<file path="src/rtl/serial_parallel.sv">
// Serial-to-parallel receiver for the 8b loopback link.
//
// Recovers byte alignment from an MSB-first serial stream (one bit per clk)
// by hunting for the comma symbol. Once ACTIVE_CNT consecutive commas land on
// the recovered byte boundary, the link is declared active, and every non-comma
// byte is presented on data_out_8b with valid_out high for one byte period.
//
// Ports:
//   clk            link bit clock; one serial bit sampled per rising edge
//   reset          asynchronous, active-low reset
//   data_in_serial serial bit stream, MSB of each byte first
//   data_out_8b    recovered data byte (registered)
//   valid_out      data_out_8b holds a data byte for the current byte period
//   active         link aligned and active (sticky until reset)
module serial_parallel #(
    parameter logic [7:0]  COMMA      = 8'hBC,
    parameter int unsigned ACTIVE_CNT = 4
) (
    input  logic       clk,
    input  logic       reset,
    input  logic       data_in_serial,
    output logic [7:0] data_out_8b,
    output logic       valid_out,
    output logic       active
);

    localparam int unsigned BYTE_W = 8;
    localparam int unsigned CNT_W  = 4;
    localparam int unsigned BIT_W  = 3;

    localparam logic [CNT_W-1:0] ACTIVE_CNT_L = CNT_W'(ACTIVE_CNT);
    localparam logic [BIT_W-1:0] LAST_BIT     = BIT_W'(BYTE_W - 1);

    typedef enum logic [1:0] {
        ST_SEARCH = 2'd0,
        ST_LOCKED = 2'd1,
        ST_ACTIVE = 2'd2
    } state_t;

    state_t             state;
    // Only the 7 most recent bits need storing; the 8th bit of the window is
    // the bit on the wire this cycle.
    logic [BYTE_W-2:0]  sr;
    logic [BIT_W-1:0]   bit_cnt;
    logic [CNT_W-1:0]   bc_cnt;

    logic [BYTE_W-1:0]  win_c;
    logic               is_comma_c;
    logic               boundary_c;
    logic [CNT_W-1:0]   bc_inc_c;

    // Byte ending with the current bit, and the decodes taken from it.
    always_comb begin
        win_c      = {sr, data_in_serial};
        is_comma_c = (win_c == COMMA);
        boundary_c = (bit_cnt == LAST_BIT);
        // Saturate at ACTIVE_CNT so the count never wraps.
        bc_inc_c   = (bc_cnt < ACTIVE_CNT_L) ? (bc_cnt + CNT_W'(1)) : bc_cnt;
    end

    // Alignment FSM, shift register and registered outputs.
    always_ff @(posedge clk or negedge reset) begin
        if (!reset) begin
            state       <= ST_SEARCH;
            sr          <= '0;
            bit_cnt     <= '0;
            bc_cnt      <= '0;
            data_out_8b <= '0;
            valid_out   <= 1'b0;
            active      <= 1'b0;
        end else begin
            sr <= win_c[BYTE_W-2:0];

            case (state)
                // Bit-by-bit hunt: any position may start a byte.
                ST_SEARCH: begin
                    bit_cnt <= '0;
                    if (is_comma_c) begin
                        bc_cnt <= CNT_W'(1);
                        if (ACTIVE_CNT_L == CNT_W'(1)) begin
                            state  <= ST_ACTIVE;
                            active <= 1'b1;
                        end else begin
                            state <= ST_LOCKED;
                        end
                    end
                end

                // Tentative alignment: every boundary must carry a comma,
                // otherwise the lock was false and the hunt restarts.
                ST_LOCKED: begin
                    bit_cnt <= bit_cnt + BIT_W'(1);
                    if (boundary_c) begin
                        if (is_comma_c) begin
                            bc_cnt <= bc_inc_c;
                            if (bc_inc_c == ACTIVE_CNT_L) begin
                                state  <= ST_ACTIVE;
                                active <= 1'b1;
                            end
                        end else begin
                            state   <= ST_SEARCH;
                            bc_cnt  <= '0;
                            bit_cnt <= '0;
                        end
                    end
                end

                // Aligned: publish data bytes, suppress idle commas. Lock is
                // sticky; no loss-of-lock detection here.
                ST_ACTIVE: begin
                    bit_cnt <= bit_cnt + BIT_W'(1);
                    if (boundary_c) begin
                        if (is_comma_c) begin
                            valid_out <= 1'b0;
                        end else begin
                            data_out_8b <= win_c;
                            valid_out   <= 1'b1;
                        end
                    end
                end

                default: begin
                    state   <= ST_SEARCH;
                    bit_cnt <= '0;
                    bc_cnt  <= '0;
                end
            endcase
        end
    end

endmodule

</file>
<file path="config.mk">
export PLATFORM = sky130hd
export DESIGN_NAME = serial_parallel
export DESIGN_NICKNAME = d
export VERILOG_FILES = /design/src/rtl/serial_parallel.sv
export SDC_FILE = /design/constraint.sdc
export NUM_CORES = 1
export LEC_CHECK = 0
export ABC_AREA = 0
export CORE_MARGIN = 3
export CORE_UTILIZATION = 42
export CTS_CLUSTER_DIAMETER = 120
export CTS_CLUSTER_SIZE = 16
export DETAILED_ROUTE_END_ITERATION = 8
export GPL_TIMING_DRIVEN = 0
export PLACE_DENSITY = 0.65
export SLEW_MARGIN = 30
export SYNTH_ARGS = -nofsm -noshare
export SYNTH_HDL_FRONTEND = slang
export SYNTH_SLANG_ARGS = --single-unit
</file>
<file path="constraint.sdc">
create_clock -name clk -period 1.7 [get_ports clk]
set_input_delay 0.34 -clock clk [delete_from_list [all_inputs] [get_ports clk]]
set_output_delay 0.34 -clock clk [all_outputs]
set_load 0.01 [all_outputs]
</file>
==> run metrics <==
status finished, violations left; violations in the final reports hold timing, setup timing; Netlist cell types 28; CP cell instances or4b_4 -> or2_4 -> nand3_4 -> mux2_4; synth warn 0; Tmin final 1.81 ns; Max Cap Violations 0; global-route wire length before repair between 3 and 4 mm; CTS Sinks 26; drt initial violations 21; Max clock buf depth 2; P_leak 0.677 nW; Congestion Overflow GR 0; pin count of the biggest net entering global routing 27; Final Power 0.00116 W; Yosys reg bits 26; Vias per Instance roughly 5.4; slowest cell on the critical path or4b_4; post-synth top area share 0.578; WS Path Type flop to flop; clk root buf clkbuf_4; CTS buffer count 3; power per cell area about 800 nW/um^2; share of cells above drive strength 1 0.301; Tightest Pin Transition between 0.5 and 0.6 ns; Buf+Inv Stages, Crit Path 0; CP Max Fanout 5; core area 2520 sq um; TritonCTS clock tree yes; Final setup violation count 13; die extent in y 57.8 um; crit path launch type flop; proportion of power drawn by combinational gates 0.090; DR DRC count 0; gpl congestion ~0.80; PnR worst setup slack -0.109 ns; initial antenna violation count 0; RSZ-0062 raised after global routing yes; crit path capture type flop; Cells after Synth 89; DP Worst Slack -0.561 ns; Worst-Skew Late Latency 0.31 ns; Post-Syn Area per Cell 12.7 sq um; WHS -0.00690 ns; Worst slew margin 0.630; CTS clk-pin slew, worst paths 0.14 ns; Hold Fails Final Rpt 19; Seq/Total Area, Yosys 0.578; mapped cell area 1130 sq um; Worst path top cell family by delay simple AND/OR/NAND/NOR gates; # nets final 123; Starting Density 0.446; Routed Wire Length around 1.9 mm; Crit path largest cell delay 0.56 ns; Clock Skew 0.00165 ns; hpwl dp 1.33 mm; Int Pwr 0.000918 W; period utilisation layout 1.06; max frequency between 500 and 600 MHz; Seq pwr share 0.555; Placement Rows 18; die area 3340 sq um; H-tree Lvls 1; final setup TNS -0.960 ns; WL/cell 13.6 um; Worst Hold Class primary input to asynchronous set/reset pin; Ports 13; post-synthesis net count 98; P&R area growth vs syn 31.1%; VDD IR-drop max 464 uV; I/O Buffers 12; ANT cells 0; All-Layer GR Usage 0.137; first-pass iteration count of the detailed router 4; Worst Path Required 1.91 ns; vias in the first global route 781; DR vias around 770; number of buffers inserted by hold repair at cts 0; clock share of power 0.355; CP Data Arrival Time between 2 and 2.5 ns; switching power total between 0.0002 and 0.00025 W; dominant cell type by area after synthesis dfrtp_1; Chip Width between 50 and 60 um; synth top area cells dfrtp_1 (58%), mux2_2 (7.0%), ha_1 (6.7%), a2111oi_4 (2.4%), inv_1 (2.3%); fin. max-slew vios 0; Sw Share 0.212; ANT nets after route 0
-- worst register-to-register path, cell delays in order (launching register included) --
cell,delay [ns]
dfrtp_1,0.40
or4b_4,0.56
or2_4,0.30
nand3_4,0.15
mux2_4,0.31
-- repair_timing --
action,in CTS,in global routing
pin swaps,6,4
resized for setup,5,6
gates cloned,1,0
buffers inserted,5,2
endpoints found under the setup margin,15,15
-- synth_stat cells --
cell type  number
or4b_4          1
a21boi_0        1
nor2_1          7
nor4b_1         1
a21oi_1         4
dfrtp_1        26
o211ai_1        2
inv_1           7
mux2_2          7
a31o_2          1
a2111oi_4       1
or2_2           1
nand3b_1        1
or4bb_1         1
o221ai_1        1
or3b_2          1
or2_4           1
nor3_1          1
o21ai_0         4
nand3_2         1
ha_1            6
nand4_1         2
o22ai_1         1
nor2b_1         2
nand2_1         4
o211a_1         1
nand3_1         2
a2bb2oi_2       1
-- layout by cell type (no fill, tap or decap), drive strengths merged, types with 4 or more instances in the layout --
cell,count
a21oi,4
buf,8
clkdlybuf4s50,10
dfrtp,26
ha,6
inv,7
mux2,7
nand2,4
nand3,4
nor2,7
o21ai,4
-- layer usage --
layer	wire (um)	up-vias	track usage
met4	9	0	0.0298
met5	0	-	0
met3	61	2	0.0267
met2	928	10	0.226
li1	-	377	-
met1	944	378	0.187
-- cell families (layout without fill, tap and decap cells) --
family	Yosys count	count (layout)	synth area share
DFF	26	26	0.578
buffers and inverters	7	30	0.0233
and+or+nand+nor	26	27	0.139
muxes	7	7	0.0700
AOI/OAI and AO/OA	17	17	0.123
adders and majority gates	6	6	0.0667
-- final timing paths --
| check | endpoint | slack (ns) | startpoint | depth (start not counted) |
|---|---|---|---|---|
| max in group asynchronous | state[1]$_DFFE_PN0P_ | 1.34 | reset | 1 |
| worst max register to register | data_out_8b[0]$_DFFE_PN0P_ | -0.11 | sr[0]$_DFF_PN0_ | 4 |
| worst max-delay path | data_out_8b[0]$_DFFE_PN0P_ | -0.11 | sr[0]$_DFF_PN0_ | 4 |
| worst min-delay path | data_out_8b[2]$_DFFE_PN0P_ | -0.007 | reset | 1 |
| min in group clk | sr[0]$_DFF_PN0_ | 0.30 | data_in_serial | 1 |
| worst min register to register | sr[2]$_DFF_PN0_ | 0.42 | sr[1]$_DFF_PN0_ | 0 |
-- flip-flops by register name, summed over array words and instances (netlist names) --
name and count:
valid_out 1, data_out_8b 8, bc_cnt 4, active 1
bit_cnt 3, sr 7, state 2
-- metrics by stage --
step | instance area (sq um) | std cells | util
3_5_place_dp | 1320 | 131 | 0.522
5_1_grt | 1480 | 143 | 0.585
2_1_floorplan | 1160 | 89 | -
3_3_place_gp | 1320 | 131 | 0.524
6_report | 1480 | 143 | 0.585
4_1_cts | 1440 | 141 | 0.571
-- power groups by stage --
stage	logic (W)	clock network, W	registers (W)
2_1_floorplan	0.0000513	0	0.000656
3_3_place_gp	0.0000787	0	0.000660
3_5_place_dp	0.0000779	0	0.000660
4_1_cts	0.0000935	0.000431	0.000646
5_1_grt	0.000118	0.000456	0.000649
6_report	0.000105	0.000413	0.000646
-- cell type report --
class                   instances  area (sq um)
clock buffers                   3          22.5
fillers                       215          1050
multi-input cells              57           539
flip-flops and latches         26           651
repair buffers                 19           170
clock inverters                 1          30.0
well taps                      30          37.5
inverters                       7          26.3
(Power assumes the default switching activity.)
